### src/rtl/hamming_secded_encoder.sv
`default_nettype none
// ============================================================================
// hamming_secded_encoder : sequential SECDED (16,11) encoder, byte-wide memory
// Revision 1.0
// ============================================================================
module hamming_secded_encoder #(
  parameter int W        = 8,
  parameter int NUM_MSG  = 15,
  parameter int SRC_BASE = 0,
  parameter int DST_BASE = 30
) (
  input  logic         Clk,
  input  logic         Reset,
  input  logic         Start,
  output logic         Done,
  output logic [9:0]   mem_addr,
  output logic         mem_rd_en,
  input  logic [W-1:0] mem_rd_data,
  output logic         mem_wr_en,
  output logic [W-1:0] mem_wr_data
);

  typedef enum logic [2:0] {
    S_IDLE  = 3'd0,
    S_RD_LO = 3'd1,
    S_RD_HI = 3'd2,
    S_CALC  = 3'd3,
    S_WR_LO = 3'd4,
    S_WR_HI = 3'd5,
    S_DONE  = 3'd6
  } state_t;

  localparam logic [7:0] c_LAST_MSG = 8'(NUM_MSG - 1);
  localparam logic [9:0] c_SRC_BASE = 10'(SRC_BASE);
  localparam logic [9:0] c_DST_BASE = 10'(DST_BASE);

  state_t       r_state;
  state_t       w_state_nxt;
  logic [7:0]   r_cnt;
  logic [7:0]   r_lo;
  logic [7:0]   r_cw_lo;
  logic [7:0]   r_cw_hi;

  logic [9:0]   w_msg_off;
  logic [10:0]  w_d;
  logic         w_p1;
  logic         w_p2;
  logic         w_p4;
  logic         w_p8;
  logic         w_p0;
  logic         w_unused_hi;

  assign w_msg_off = {1'b0, r_cnt, 1'b0};

  // Data bits b1..b11 map to w_d[0]..w_d[10]; hi[7:3] carry no payload.
  assign w_d         = {mem_rd_data[2:0], r_lo};
  assign w_unused_hi = ^mem_rd_data[W-1:3];

  assign w_p1 = w_d[10] ^ w_d[8] ^ w_d[6] ^ w_d[4] ^ w_d[3] ^ w_d[1] ^ w_d[0];
  assign w_p2 = w_d[10] ^ w_d[9] ^ w_d[6] ^ w_d[5] ^ w_d[3] ^ w_d[2] ^ w_d[0];
  assign w_p4 = w_d[10] ^ w_d[9] ^ w_d[8] ^ w_d[7] ^ w_d[3] ^ w_d[2] ^ w_d[1];
  assign w_p8 = ^w_d[10:4];
  assign w_p0 = (^w_d) ^ w_p1 ^ w_p2 ^ w_p4 ^ w_p8;

  always_ff @(posedge Clk or posedge Reset) begin
    if (Reset) begin
      r_state <= S_IDLE;
    end else begin
      r_state <= w_state_nxt;
    end
  end

  always_ff @(posedge Clk or posedge Reset) begin
    if (Reset) begin
      r_cnt   <= 8'd0;
      r_lo    <= 8'd0;
      r_cw_lo <= 8'd0;
      r_cw_hi <= 8'd0;
    end else begin
      case (r_state)
        S_IDLE: begin
          if (Start) begin
            r_cnt <= 8'd0;
          end
        end
        S_RD_HI: begin
          r_lo <= mem_rd_data[7:0];
        end
        S_CALC: begin
          r_cw_lo <= {w_d[3], w_d[2], w_d[1], w_p4, w_d[0], w_p2, w_p1, w_p0};
          r_cw_hi <= {w_d[10:4], w_p8};
        end
        S_WR_HI: begin
          if (r_cnt != c_LAST_MSG) begin
            r_cnt <= r_cnt + 8'd1;
          end
        end
        default: begin
        end
      endcase
    end
  end

  // Memory outputs depend only on registered state, so reset clears them at once.
  always_comb begin
    w_state_nxt = r_state;
    Done        = 1'b0;
    mem_addr    = 10'd0;
    mem_rd_en   = 1'b0;
    mem_wr_en   = 1'b0;
    mem_wr_data = '0;
    case (r_state)
      S_IDLE: begin
        if (Start) begin
          w_state_nxt = S_RD_LO;
        end
      end
      S_RD_LO: begin
        mem_rd_en   = 1'b1;
        mem_addr    = c_SRC_BASE + w_msg_off;
        w_state_nxt = S_RD_HI;
      end
      S_RD_HI: begin
        mem_rd_en   = 1'b1;
        mem_addr    = c_SRC_BASE + w_msg_off + 10'd1;
        w_state_nxt = S_CALC;
      end
      S_CALC: begin
        w_state_nxt = S_WR_LO;
      end
      S_WR_LO: begin
        mem_wr_en   = 1'b1;
        mem_addr    = c_DST_BASE + w_msg_off;
        mem_wr_data = W'(r_cw_lo);
        w_state_nxt = S_WR_HI;
      end
      S_WR_HI: begin
        mem_wr_en   = 1'b1;
        mem_addr    = c_DST_BASE + w_msg_off + 10'd1;
        mem_wr_data = W'(r_cw_hi);
        w_state_nxt = (r_cnt == c_LAST_MSG) ? S_DONE : S_RD_LO;
      end
      S_DONE: begin
        Done = 1'b1;
        if (!Start) begin
          w_state_nxt = S_IDLE;
        end
      end
      default: begin
        w_state_nxt = S_IDLE;
      end
    endcase
  end

endmodule
`default_nettype wire

### config.mk
export PLATFORM = sky130hd
export DESIGN_NAME = hamming_secded_encoder
export DESIGN_NICKNAME = d
export VERILOG_FILES = /design/src/rtl/hamming_secded_encoder.sv
export SDC_FILE = /design/constraint.sdc
export NUM_CORES = 1
export LEC_CHECK = 0
export CORE_ASPECT_RATIO = 0.6
export CORE_UTILIZATION = 50
export CTS_CLUSTER_SIZE = 40
export DETAILED_ROUTE_END_ITERATION = 10
export MAX_ROUTING_LAYER = met4
export PLACE_DENSITY_LB_ADDON = 0.15
export SYNTH_ARGS = -nofsm -noshare
export SYNTH_HDL_FRONTEND = slang
export SYNTH_SLANG_ARGS = --single-unit
### constraint.sdc
create_clock -name Clk -period 6.6 [get_ports Clk]
set_input_delay 1.32 -clock Clk [delete_from_list [all_inputs] [get_ports Clk]]
set_output_delay 1.32 -clock Clk [all_outputs]
set_load 0.02 [all_outputs]
==> impl_metrics.py <==
metrics = {
    "critical_path": {
        "path_class": "register to primary output",
        "crit_required_ns": 5.28,
        "ff2ff_setup_slack_ns": 4.13,
        "cp-start-kind": "register",
        "crit_chain": "xnor2_1, nor2_1, o21ai_0, o21ai_0, clkdlybuf4s50_1",
        "worstRegToRegCells": 2,
        "cp_top_family": "flip-flops",
        "slowest_stage": "dfrtp_1",
        "end_kind": "primary output",
        "reg2reg_to": "r_cw_lo[5]",
        "r2r_start": "r_state[0]",
        "startpoint": "r_state[0]",
        "cp_common_cell": "o21ai_0",
        "crit_buf_inv": 1,
        "path_depth": 5,
        "arrival_ns": 2.73,
        "max_stage_delay_ns": 0.93,
        "crit_path_max_fanout": 23,
        "crit_end": "mem_addr[7]",
    },
    "logic_synthesis": {
        "yosys-top-cells-area": "dfrtp_1 42%, mux2_2 10%, xnor2_1 7.6%, o21ai_0 5.3%, mux2i_1 3.9%",
        "yosysWarnings": 0,
        "yosys-top-cells-count": "35 x dfrtp_1, 22 x o21ai_0, 19 x mux2_2",
        "synth_ff_type": "dfrtp_1",
        "syn_area_um2": 2060,
        "ys_seq_area_share_pct": 42.4,
        "synthArstFlopShare_pct": 100,
        "synth.most_common_cell": "dfrtp_1",
        "synth_edf_count": 0,
        "synthDistinctLibCells": 35,
        "syn_inst": 211,
        "synth_top_area_cell": "dfrtp_1",
        "synth_top_area_share_pct": 42.4,
        "syn_area_per_cell_um2": 9.78,
        "yosys_register_bits": 35,
        "syn_nets": 225,
    },
    "cts": {
        "cts_htree_levels": 2,
        "root_buffer": "clkbuf_8",
        "cts.clk_slew.worst_paths_ns": 0.07,
        "clockBufferDepth": 2,
        "clk-insertion-delay-late_ns": 0.28,
        "cts_buffers": 5,
        "postCtsHoldBufs": 0,
        "post_cts_buffers": 0,
        "tritoncts": "done",
        "cts_resized": 0,
        "clock_sinks": 35,
    },
    "routing": {
        "antenna_left": 0,
        "wl_per_cell_um": 15.6,
        "drc": 0,
        "firstDrtPassIters": 4,
        "drt-vias-per-instance": 5.63,
        "drtIter0Drc": 123,
        "drt-total-wl_um": 4450,
        "vias": 1604,
    },
    "sta": {
        "clock.fmax_mhz": 247,
        "post-route-period-util_pct": 61.4,
        "slew_violations": 0,
        "rsz0062_at_grt": "no",
        "tightest_slew_ns": 0.901,
        "period_minus_slack_ns": 4.05,
        "hold_viol": 0,
        "tns_ns": 0,
        "setup_viol": 0,
        "skew_ns": 0.00246,
        "whs_ns": 0.499,
        "slew_headroom_pct": 40.0,
    },
    "layout": {
        "area_growth_pct": 19.3,
        "num_antenna_cells": 0,
        "layout.cells.non_filler": 285,
        "ff_latch_area_um2": 876,
        "fill_cells": 307,
        "multi_input_area_um2": 1100,
        "design_area_um2": 2460,
        "final_nets": 252,
        "layout-drive-gt1-share_pct": 14.3,
        "final_util_pct": 64.7,
    },
    "global_route": {
        "track_usage_pct": 22.7,
        "grt_max_degree": 36,
        "grt_pass1_wl_um": 7130,
        "grt_pass1_vias": 1368,
        "antenna_found_initial": 0,
        "globalRoute.totalOverflow": 0,
    },
    "run": {
        "drv_cap": 0,
    },
    "floorplan": {
        "num_rows": 17,
        "dieArea_um2": 4400,
        "core-area_um2": 3810,
        "dieHeight_um": 51.8,
        "ios": 32,
        "die-width_um": 84.9,
        "initial_core_util_pct": 54.2,
    },
    "place": {
        "place_congestion": 0.916,
        "placed_cells": 278,
        "port-buffer-count": 31,
        "placed_area_um2": 2370,
        "dp_hpwl_um": 3260,
    },
    "min_path": {
        "hp-class": "register to register",
    },
    "pwr": {
        "vdd_drop_max_uv": 278,
        "cellPowerDensity_nw_per_um2": 487,
        "p_leak_nw": 1.01,
    },
    "run_status": {
        "outcome": "complete, no violations",
    },
}
## flip-flops by register name, indices dropped and copies added (netlist names)
signal and cells:
r_cw_lo 8, r_state 3, r_lo 8, r_cnt 8, r_cw_hi 8
## cell families after synthesis
group | Yosys count | synth area share [%]
AO/OA/AOI/OAI | 45 | 13.3
XOR/XNOR | 24 | 10.2
adder cells (fa/ha/maj) | 3 | 1.82
buffers and inverters | 18 | 4.24
flip-flops | 35 | 42.4
multiplexers | 27 | 14.3
AND/OR/NAND/NOR | 59 | 13.7
## metal layers
layer / up-vias / GRT usage (%) / share of wire (%)
met3: 4 / 5.24 / 6.5
li1: 796 / - / -
met2: 50 / 28.0 / 38
met1: 754 / 35.3 / 55
met4: 0 / 7.63 / 0.92
met5: - / - / 0
## worst min path at each step
stage                       endpoint       start  cells past startpoint  slack [ns]
after floorplan           r_cw_lo[0]  r_cw_lo[0]                      2        0.45
after global placement    r_cw_lo[1]  r_cw_lo[1]                      2        0.46
after detailed placement  r_cw_lo[1]  r_cw_lo[1]                      2        0.47
after CTS                 r_cw_lo[1]  r_cw_lo[1]                      2        0.50
after global routing      r_cw_lo[0]  r_cw_lo[0]                      2        0.51
final                     r_cw_lo[0]  r_cw_lo[0]                      2        0.50
## area by class of cell
cell class,instances,share of cell area (%)
multi-input cells,158,44.7
inverters,6,0.915
clock buffers,6,3.35
well taps,47,2.39
clock inverters,1,0.203
flip-flops and latches,35,35.6
repair buffers,32,12.9
## power by group
part           leakage [nW]  switching, mW  internal, mW
clock                0.0470         0.0730        0.0818
combinational         0.528          0.313         0.315
sequential            0.435          0.111         0.304
total                  1.01          0.497         0.701
## stage by stage
stage	setup WS, ns	total power [mW]
floorplan	3.56	0.868
global placement	2.88	1.03
detailed placement	2.88	1.04
CTS	2.57	1.20
global route	2.31	1.28
finish	2.55	1.20
## tightest hold or removal path, delay by kind of cell (launching register included)
family / cells / cell delay, ns
AOI/OAI and AO/OA: 1 / 0.06
and+or+nand+nor: 1 / 0.05
DFF: 1 / 0.35
## cells in the final DEF (no fill, tap or decap)
| master | n |
|---|---|
| xor2_1 | 6 |
| clkdlybuf4s50_1 | 31 |
| a21oi_1 | 11 |
| dfrtp_1 | 35 |
| o31ai_1 | 3 |
| a21oi_4 | 1 |
| and3_1 | 3 |
| nor2b_1 | 1 |
| buf_4 | 1 |
| nor2_1 | 18 |
| nor3b_2 | 1 |
| or3_1 | 2 |
| o2111ai_2 | 1 |
| o21ai_0 | 22 |
| and4b_4 | 1 |
| nor3_2 | 1 |
| o2111ai_1 | 1 |
| a31oi_1 | 1 |
| a221oi_1 | 1 |
| nor3_1 | 5 |
| or4_1 | 1 |
| a21o_2 | 1 |
| inv_1 | 5 |
| o22a_1 | 1 |
| nand3_1 | 9 |
| nand2_1 | 17 |
| mux2_2 | 19 |
| ha_1 | 3 |
| xnor2_1 | 18 |
| clkinv_2 | 1 |
| a21o_1 | 1 |
| o211ai_1 | 1 |
| inv_2 | 1 |
| mux2i_1 | 8 |
| clkbuf_8 | 6 |
No activity file was read; power rests on OpenSTA's default activity.
